<file path="config.mk">
export PLATFORM = sky130hd
export DESIGN_NAME = clock_set_ctrl
export DESIGN_NICKNAME = d
export VERILOG_FILES = /design/src/rtl/clock_set_ctrl.sv
export SDC_FILE = /design/constraint.sdc
export NUM_CORES = 1
export LEC_CHECK = 0
export CAP_MARGIN = 20
export CORE_MARGIN = 5
export CORE_UTILIZATION = 52
export DETAILED_ROUTE_END_ITERATION = 8
export PLACE_DENSITY_LB_ADDON = 0.08
export SLEW_MARGIN = 20
export SYNTH_ARGS = -nofsm -noshare
export SYNTH_HDL_FRONTEND = slang
export SYNTH_SLANG_ARGS = --single-unit
</file>
<file path="constraint.sdc">
create_clock -name CLK -period 2.27 [get_ports CLK]
set_input_delay 0.681 -clock CLK [delete_from_list [all_inputs] [get_ports CLK]]
set_output_delay 0.681 -clock CLK [all_outputs]
set_load 0.05 [all_outputs]
</file>
<file path="src/rtl/clock_set_ctrl.sv">
// Time-setting sequencer: turns MODE/SEL/INC buttons into the run/set state,
// a field cursor, one-cycle increment strobes, hold-to-repeat, timeout and blink.
module clock_set_ctrl #(
  parameter int HOLD_TICKS = 5,
  parameter int TIMEOUT_S  = 30,
  parameter int BLINK_HALF = 5
) (
  input  logic       CLK,
  input  logic       RESET,
  input  logic       BTN_MODE,
  input  logic       BTN_SEL,
  input  logic       BTN_INC,
  input  logic       TICK_1HZ,
  input  logic       TICK_10HZ,
  output logic [1:0] SET_CURRENT_STATE,
  output logic [5:0] INC_SEL,
  output logic [2:0] FIELD_SEL,
  output logic       BLINK
);

  localparam int HOLD_W = $clog2(HOLD_TICKS + 1);
  localparam int TMO_W  = $clog2(TIMEOUT_S + 1);
  localparam int BLK_W  = $clog2(BLINK_HALF + 1);

  localparam logic [HOLD_W-1:0] HOLD_MAX   = HOLD_W'(HOLD_TICKS);
  localparam logic [TMO_W-1:0]  TMO_LAST   = TMO_W'(TIMEOUT_S - 1);
  localparam logic [BLK_W-1:0]  BLK_LAST   = BLK_W'(BLINK_HALF - 1);
  localparam logic [2:0]        FIELD_YEAR = 3'd5;

  typedef enum logic [1:0] {
    ST_RUN = 2'b01,
    ST_SET = 2'b10
  } state_e;

  state_e            state_q, state_d;
  logic [2:0]        hist_q, hist_d;
  logic              armed_q, armed_d;
  logic [2:0]        field_q, field_d;
  logic              inc_req_p0_q, inc_req_p0_d;
  logic [2:0]        inc_fld_p0_q, inc_fld_p0_d;
  logic [5:0]        inc_sel_p1_q, inc_sel_p1_d;
  logic [HOLD_W-1:0] hold_q, hold_d;
  logic [TMO_W-1:0]  tmo_q, tmo_d;
  logic [BLK_W-1:0]  blk_cnt_q, blk_cnt_d;
  logic              blink_q, blink_d;

  logic rise_mode, rise_sel, rise_inc;
  logic repeat_tick, inc_evt, activity, in_set;

  // armed_q masks the first cycle after reset so a button held through reset gives no edge
  assign rise_mode   = armed_q & BTN_MODE & ~hist_q[2];
  assign rise_sel    = armed_q & BTN_SEL  & ~hist_q[1];
  assign rise_inc    = armed_q & BTN_INC  & ~hist_q[0];
  assign in_set      = (state_q == ST_SET);
  assign repeat_tick = BTN_INC & TICK_10HZ & (hold_q == HOLD_MAX);
  assign inc_evt     = rise_inc | repeat_tick;
  assign activity    = rise_mode | rise_sel | rise_inc | BTN_INC;

  always_comb begin
    hist_d       = {BTN_MODE, BTN_SEL, BTN_INC};
    armed_d      = 1'b1;
    state_d      = state_q;
    field_d      = field_q;
    inc_req_p0_d = 1'b0;
    inc_fld_p0_d = field_q;
    hold_d       = hold_q;
    tmo_d        = tmo_q;
    blk_cnt_d    = blk_cnt_q;
    blink_d      = blink_q;

    if (!in_set) begin
      hold_d    = '0;
      tmo_d     = '0;
      blk_cnt_d = '0;
      blink_d   = 1'b1;
      if (rise_mode) begin
        state_d = ST_SET;
        field_d = FIELD_YEAR;
      end
    end else begin
      if (!BTN_INC || rise_inc) begin
        hold_d = '0;
      end else if (TICK_10HZ && (hold_q != HOLD_MAX)) begin
        hold_d = hold_q + HOLD_W'(1);
      end

      if (rise_sel || rise_inc || BTN_INC) begin
        blk_cnt_d = '0;
        blink_d   = 1'b1;
      end else if (TICK_10HZ) begin
        if (blk_cnt_q >= BLK_LAST) begin
          blk_cnt_d = '0;
          blink_d   = ~blink_q;
        end else begin
          blk_cnt_d = blk_cnt_q + BLK_W'(1);
        end
      end

      if (activity) begin
        tmo_d = '0;
      end else if (TICK_1HZ) begin
        if (tmo_q >= TMO_LAST) begin
          tmo_d   = '0;
          state_d = ST_RUN;
        end else begin
          tmo_d = tmo_q + TMO_W'(1);
        end
      end

      // MODE outranks SEL outranks INC; losers in the same cycle are dropped
      if (rise_mode) begin
        state_d = ST_RUN;
      end else if (rise_sel) begin
        field_d = (field_q == 3'd0) ? FIELD_YEAR : field_q - 3'd1;
      end else if (inc_evt) begin
        inc_req_p0_d = 1'b1;
        inc_fld_p0_d = field_q;
      end

      if (state_d == ST_RUN) begin
        hold_d       = '0;
        tmo_d        = '0;
        blk_cnt_d    = '0;
        blink_d      = 1'b1;
        inc_req_p0_d = 1'b0;
      end
    end

    // strobe stage: a pending request is dropped if this edge leaves SET
    inc_sel_p1_d = '0;
    if (inc_req_p0_q && (state_d == ST_SET)) begin
      inc_sel_p1_d = 6'd1 << inc_fld_p0_q;
    end
  end

  always_ff @(posedge CLK) begin
    if (RESET) begin
      state_q      <= ST_RUN;
      hist_q       <= '0;
      armed_q      <= 1'b0;
      field_q      <= FIELD_YEAR;
      inc_req_p0_q <= 1'b0;
      inc_fld_p0_q <= '0;
      inc_sel_p1_q <= '0;
      hold_q       <= '0;
      tmo_q        <= '0;
      blk_cnt_q    <= '0;
      blink_q      <= 1'b1;
    end else begin
      state_q      <= state_d;
      hist_q       <= hist_d;
      armed_q      <= armed_d;
      field_q      <= field_d;
      inc_req_p0_q <= inc_req_p0_d;
      inc_fld_p0_q <= inc_fld_p0_d;
      inc_sel_p1_q <= inc_sel_p1_d;
      hold_q       <= hold_d;
      tmo_q        <= tmo_d;
      blk_cnt_q    <= blk_cnt_d;
      blink_q      <= blink_d;
    end
  end

  assign SET_CURRENT_STATE = state_q;
  assign INC_SEL           = inc_sel_p1_q;
  assign FIELD_SEL         = field_q;
  assign BLINK             = blink_q;

endmodule

</file>
==> results.py, run 1 <==
metrics = {
    "logic_synthesis": {
        "syn_inst": 138,
        "synthArstFlopShare_pct": 0,
        "synth-main-ff-cell": "dfxtp_1",
        "synth_area_sq_um": 1330,
        "netlist-cell-type-count": 42,
        "seq_area_frac_synth_pct": 46.6,
        "syn_avg_cell_area_sq_um": 9.66,
        "synth_nets": 152,
        "ys_warn_count": 0,
        "synth-edff-count": 0,
        "ys_ff_latch": 31,
    },
    "final_layout": {
        "diodes": 0,
        "drive_gt1_share_pct": 15.6,
        "mostFrequentLayoutCells": "dfxtp_1, nor2_1, buf_4",
        "instances_no_fill": 203,
        "nNetsFinal": 186,
        "final_common_cell": "dfxtp_1",
        "utilization_pct": 68.7,
        "fillers": 201,
        "area_delta_synth_final_pct": 26.5,
        "design_area_sq_um": 1690,
    },
    "worst_hold_path": {
        "min_path_type": "reg2reg",
    },
    "grt": {
        "grt_pass1_wl_mm": 4.48,
        "grt_pass1_vias": 1060,
        "grt-ovfl-total": 0,
        "antenna_found_initial": 0,
        "grt_usage_pct": 16.7,
        "grt_max_degree": 10,
    },
    "cts": {
        "cts.path.max_buffers": 2,
        "postCtsSetupRepairBufs": 0,
        "clkSlewWorstSetupHoldPaths_ps": 100,
        "clk_latency_ps": 320,
        "cts_buffers": 5,
        "htreeDepth": 2,
        "cts_root_buf": "clkbuf_4",
        "cts_tree": "built",
        "clkSinkCount": 31,
        "cts_hold_buf": 0,
    },
    "critical_path": {
        "max_stage_delay_ps": 810,
        "setup.worst_path.start_class": "register",
        "crit_chain": "clkdlybuf4s50_1",
        "criticalPathCategory": "reg2out",
        "crit_slowest_cell": "clkdlybuf4s50_1",
        "critPathRequiredTime_ps": 1590,
        "crit_family": "buffers and inverters",
        "endpoint_kind": "primary output",
        "worst-path-buf-inv": 1,
        "cp.arrival_ps": 1490,
        "worstPathMaxFanout": 3,
    },
    "detailed_routing": {
        "viasPerCell": 5.25,
        "drt_iter0_drc": 49,
        "post_drt_wl_per_cell_um": 12.2,
        "drc": 0,
        "routed_wl_mm": 2.49,
        "ant_nets": 0,
        "dr.pass1.iters": 4,
        "num_vias": 1066,
    },
    "placed_design": {
        "dp_hpwl_mm": 1.87,
        "dpl_cell_area_sq_um": 1610,
        "dp.cells": 195,
        "place_ws_ps": -8.94,
        "gp_congestion": 0.814,
        "io_buffers": 18,
    },
    "floorplanning": {
        "fp.dieH_um": 60.6,
        "die_w_um": 60.6,
        "dieArea_sq_um": 3670,
        "core_region_area_sq_um": 2450,
        "ios": 19,
        "start_util_pct": 54.3,
        "num_rows": 18,
    },
    "sta": {
        "fin_crit_ps": 2170,
        "fmax_mhz": 460,
        "relSlewSlack_pct": 66.6,
        "finalSetupViolCount": 0,
        "setup_slack_ps": 95.6,
        "worst_hold_slack_ps": 477,
        "skew_ps": 10.7,
        "rsz0062_at_grt": "false",
        "fin_crit_sh_pct": 95.8,
        "hold_viol": 0,
        "tightest_slew_ps": 500,
        "slew_viol_final": 0,
    },
    "power": {
        "ir_worst_vdd_mv": 0.414,
        "powerDensity_nw_per_um2": 595,
        "p_leak_nw": 0.665,
    },
    "run": {
        "cap_violations": 0,
    },
    "outcome": {
        "status": "completed",
    },
}
-- metal layers --
layer / routed length [um] / share of wire, % / GRT usage, % / vias up
met2: 1190 / 48 / 27.0 / 30
li1: - / - / - / 546
met1: 1090 / 44 / 19.5 / 484
met4: 45 / 1.8 / 10.5 / 0
met3: 161 / 6.5 / 4.68 / 6
met5: 0 / 0 / 0 / -
-- worst register-to-register path, delay by kind of cell, from the launching register on --
kind	cells	cell delay, ps
DFF	1	430
buffers and inverters	2	250
and+or+nand+nor	2	640
AOI/OAI and AO/OA	1	230
adders and majority gates	1	190
-- area by class of cell --
type,count,area [sq um],area share [%]
Multi-Input combinational cell,95,651,38.6
Sequential cell,31,621,36.8
Inverter,8,30.0,1.78
Tap cell,30,37.5,2.23
Timing Repair Buffer,31,278,16.5
Clock buffer,8,68.8,4.08
-- final timing paths --
path	depth (start not counted)	start	slack (ps)	endpoint
worst max-delay path	1	FIELD_SEL[2]$_SDFFE_PP1P_	100	FIELD_SEL[2]
worst min-delay path	2	inc_fld_p0_q[2]$_SDFF_PP0_	480	INC_SEL[4]$_SDFF_PP0_
worst max register to register	6	tmo_q[1]$_SDFFE_PP0P_	480	blk_cnt_q[1]$_SDFFE_PP0P_
worst min register to register	2	inc_fld_p0_q[2]$_SDFF_PP0_	480	INC_SEL[4]$_SDFF_PP0_
-- flip-flops by register name, indices dropped and copies added, names as in the netlist --
name               flops
INC_SEL                6
tmo_q                  5
FIELD_SEL              3
blk_cnt_q              3
hist_q                 3
hold_q                 3
inc_fld_p0_q           3
SET_CURRENT_STATE      2
BLINK                  1
armed_q                1
inc_req_p0_q           1
-- synthesized netlist by cell type (2+ instances only) --
cell type,count,share of area [%]
a21oi_1,4,1.5
nand2_1,8,2.3
buf_6,2,1.7
xnor2_1,3,2.0
nand2b_1,5,2.3
nor2b_1,7,3.3
o32a_1,2,1.5
inv_1,8,2.3
xor2_1,4,2.6
dfxtp_1,31,47
nor4b_1,2,1.3
nand4_1,2,0.94
nor3_1,5,1.9
a211oi_1,2,1.1
nor2_1,17,4.8
ha_1,7,6.6
o21ai_0,2,0.75
nand3_1,3,1.1
-- metrics by stage --
stage          setup TNS (ps)  power [mW]
2_1_floorplan               0       0.615
3_3_place_gp                0       0.649
3_5_place_dp            -28.5       0.651
4_1_cts                     0        1.01
5_1_grt                     0        1.05
6_report                    0        1.00
-- cells by family after synthesis --
kind of cell | synth area share [%]
DFF | 46.6
AOI/OAI and AO/OA | 12.4
and+or+nand+nor | 25.3
xor gates and xnor gates | 4.60
buffers and inverters | 4.60
adders and majority gates | 6.57
-- what timing repair did --
action,CTS,global route
setup endpoints to repair,0,2
endpoints found under the hold margin,0,0
resized for setup,0,2
-- report_power, final --
part	total, mW	internal, mW	switching, mW
Clock	0.364	0.182	0.182
Sequential	0.559	0.552	0.00725
Combinational	0.0791	0.0390	0.0401
Total	1.00	0.773	0.229
Power figures use the tool's default switching activity.
==> inputs of run 2 (changes only) <==
- GPL_TIMING_DRIVEN: unset -> 0
- SKIP_CTS_REPAIR_TIMING: unset -> 1
==> results.py, run 2 (synthesis gave the netlist of run 1 again) <==
metrics = {
    "grt": {
        "grt_max_degree": 11,
        "grt_pass1_wl_mm": 4.30,
        "antenna_found_initial": 0,
        "grt-ovfl-total": 0,
        "grt_usage_pct": 16.0,
        "top_usage_layer": "met2",
        "use_met3_pct": 6.60,
        "met2_usage_pct": 26.1,
        "grt_pass1_vias": 1001,
        "met1_usage_pct": 18.6,
    },
    "floorplanning": {
        "start_util_pct": 54.3,
        "die_w_um": 60.6,
        "core_region_area_sq_um": 2450,
        "num_rows": 18,
        "fp.dieH_um": 60.6,
        "dieArea_sq_um": 3670,
        "ios": 19,
    },
    "detailed_routing": {
        "num_vias": 1019,
        "drt_iter0_drc": 24,
        "routed_wl_mm": 2.42,
        "ant_nets": 0,
        "drc": 0,
        "post_drt_wl_per_cell_um": 12.6,
        "viasPerCell": 5.31,
        "dr.pass1.iters": 6,
    },
    "sta": {
        "fmax_mhz": 456,
        "tightest_slew_ps": 506,
        "skew_ps": 7.97,
        "hold_viol": 0,
        "relSlewSlack_pct": 66.1,
        "slew_viol_final": 0,
        "finalSetupViolCount": 0,
        "finalSetupTns_ps": 0,
        "fin_crit_ps": 2190,
        "fin_crit_sh_pct": 96.6,
        "rsz0062_at_grt": "false",
    },
    "critical_path": {
        "endpoint_kind": "primary output",
        "setup.worst_path.start_class": "register",
        "crit_chain": "clkdlybuf4s50_1",
        "r2r_setup_slack_ps": 360,
        "cp.arrival_ps": 1510,
        "crit_family": "buffers and inverters",
        "crit_slowest_cell": "clkdlybuf4s50_1",
        "worstPathMaxFanout": 2,
        "criticalPathCategory": "reg2out",
        "rr_startpoint": "tmo_q[1]$_SDFFE_PP0P_",
        "worst-path-buf-inv": 1,
        "max_stage_delay_ps": 820,
        "critPathLaunch": "BLINK$_SDFFE_PP1P_",
        "critPathRequiredTime_ps": 1590,
    },
    "cts": {
        "cts_buffers": 5,
        "htreeDepth": 2,
        "clkSlewWorstSetupHoldPaths_ps": 100,
        "cts.path.max_buffers": 2,
        "cts_tree": "built",
        "clkSinkCount": 31,
        "clk_latency_ps": 330,
        "cts_root_buf": "clkbuf_4",
    },
    "final_layout": {
        "mostFrequentLayoutCells": "dfxtp_1, nor2_1, clkdlybuf4s50_1",
        "final_common_cell": "dfxtp_1",
        "largest_reg_flops": 6,
        "utilization_pct": 66.4,
        "diodes": 0,
        "area_delta_synth_final_pct": 22.3,
        "multiInputGateArea_sq_um": 656,
        "nNetsFinal": 175,
        "seqCellArea_sq_um": 621,
        "design_area_sq_um": 1630,
        "fillers": 194,
        "drive_gt1_share_pct": 10.5,
        "instances_no_fill": 192,
    },
    "power": {
        "p_leak_nw": 0.629,
        "powerDensity_nw_per_um2": 662,
        "ir_worst_vdd_mv": 0.513,
    },
    "placed_design": {
        "dp.cells": 184,
        "io_buffers": 16,
        "gp_congestion": 0.784,
        "dp_hpwl_mm": 1.76,
        "dpl_cell_area_sq_um": 1530,
    },
    "worst_hold_path": {
        "min_path_type": "reg2reg",
        "hp-start": "inc_fld_p0_q[2]$_SDFF_PP0_",
    },
    "outcome": {
        "status": "completed",
    },
    "run": {
        "cap_violations": 0,
    },
}
run 2: changes by cell type in the layout (fill, tap and decap cells not counted), sizes merged:
| cell | delta |
|---|---|
| buf | -12 |
| bufinv | +1 |
| clkbuf | -1 |
| clkdlybuf4s50 | -1 |
| clkinv | +1 |
| dlymetal6s2s | +1 |
run 2: final cells by class:
class / instances / share of cell area, %
well taps: 30 / 2.30
multi-input cells: 95 / 40.2
clock buffers: 6 / 3.15
flip-flops and latches: 31 / 38.1
repair buffers: 16 / 10.3
clock inverters: 2 / 2.15
inverters: 8 / 1.84
plain buffers: 4 / 1.92
run 2: power breakdown:
part / switching (mW) / internal [mW] / leakage, nW / total [mW]
combinational: 0.0377 / 0.0285 / 0.329 / 0.0663
clock: 0.193 / 0.260 / 0.0482 / 0.453
sequential: 0.00709 / 0.552 / 0.252 / 0.559
total: 0.238 / 0.841 / 0.629 / 1.08
run 2: per-layer routing:
metal  vias up  share of wire [%]
met1       468                 46
met2        19                 47
met5         -                  0
met4         0                1.7
met3         6                5.2
li1        526                  -
run 2: per-stage QoR:
step                worst slack [ps]  hold WS [ps]  power, mW
global placement                -131           449      0.636
detailed placement              -171           453      0.639
global route                    12.6           478       1.12
CTS                            -31.8           456       1.09
finish                          76.8           469       1.08
floorplan                        314           436      0.615
run 2: path summary, 6_finish.rpt:
check	cells after the start	end
hold / removal	2	INC_SEL[4]$_SDFF_PP0_
setup reg to reg	6	tmo_q[1]$_SDFFE_PP0P_
hold reg to reg	2	INC_SEL[4]$_SDFF_PP0_
setup / recovery	1	BLINK
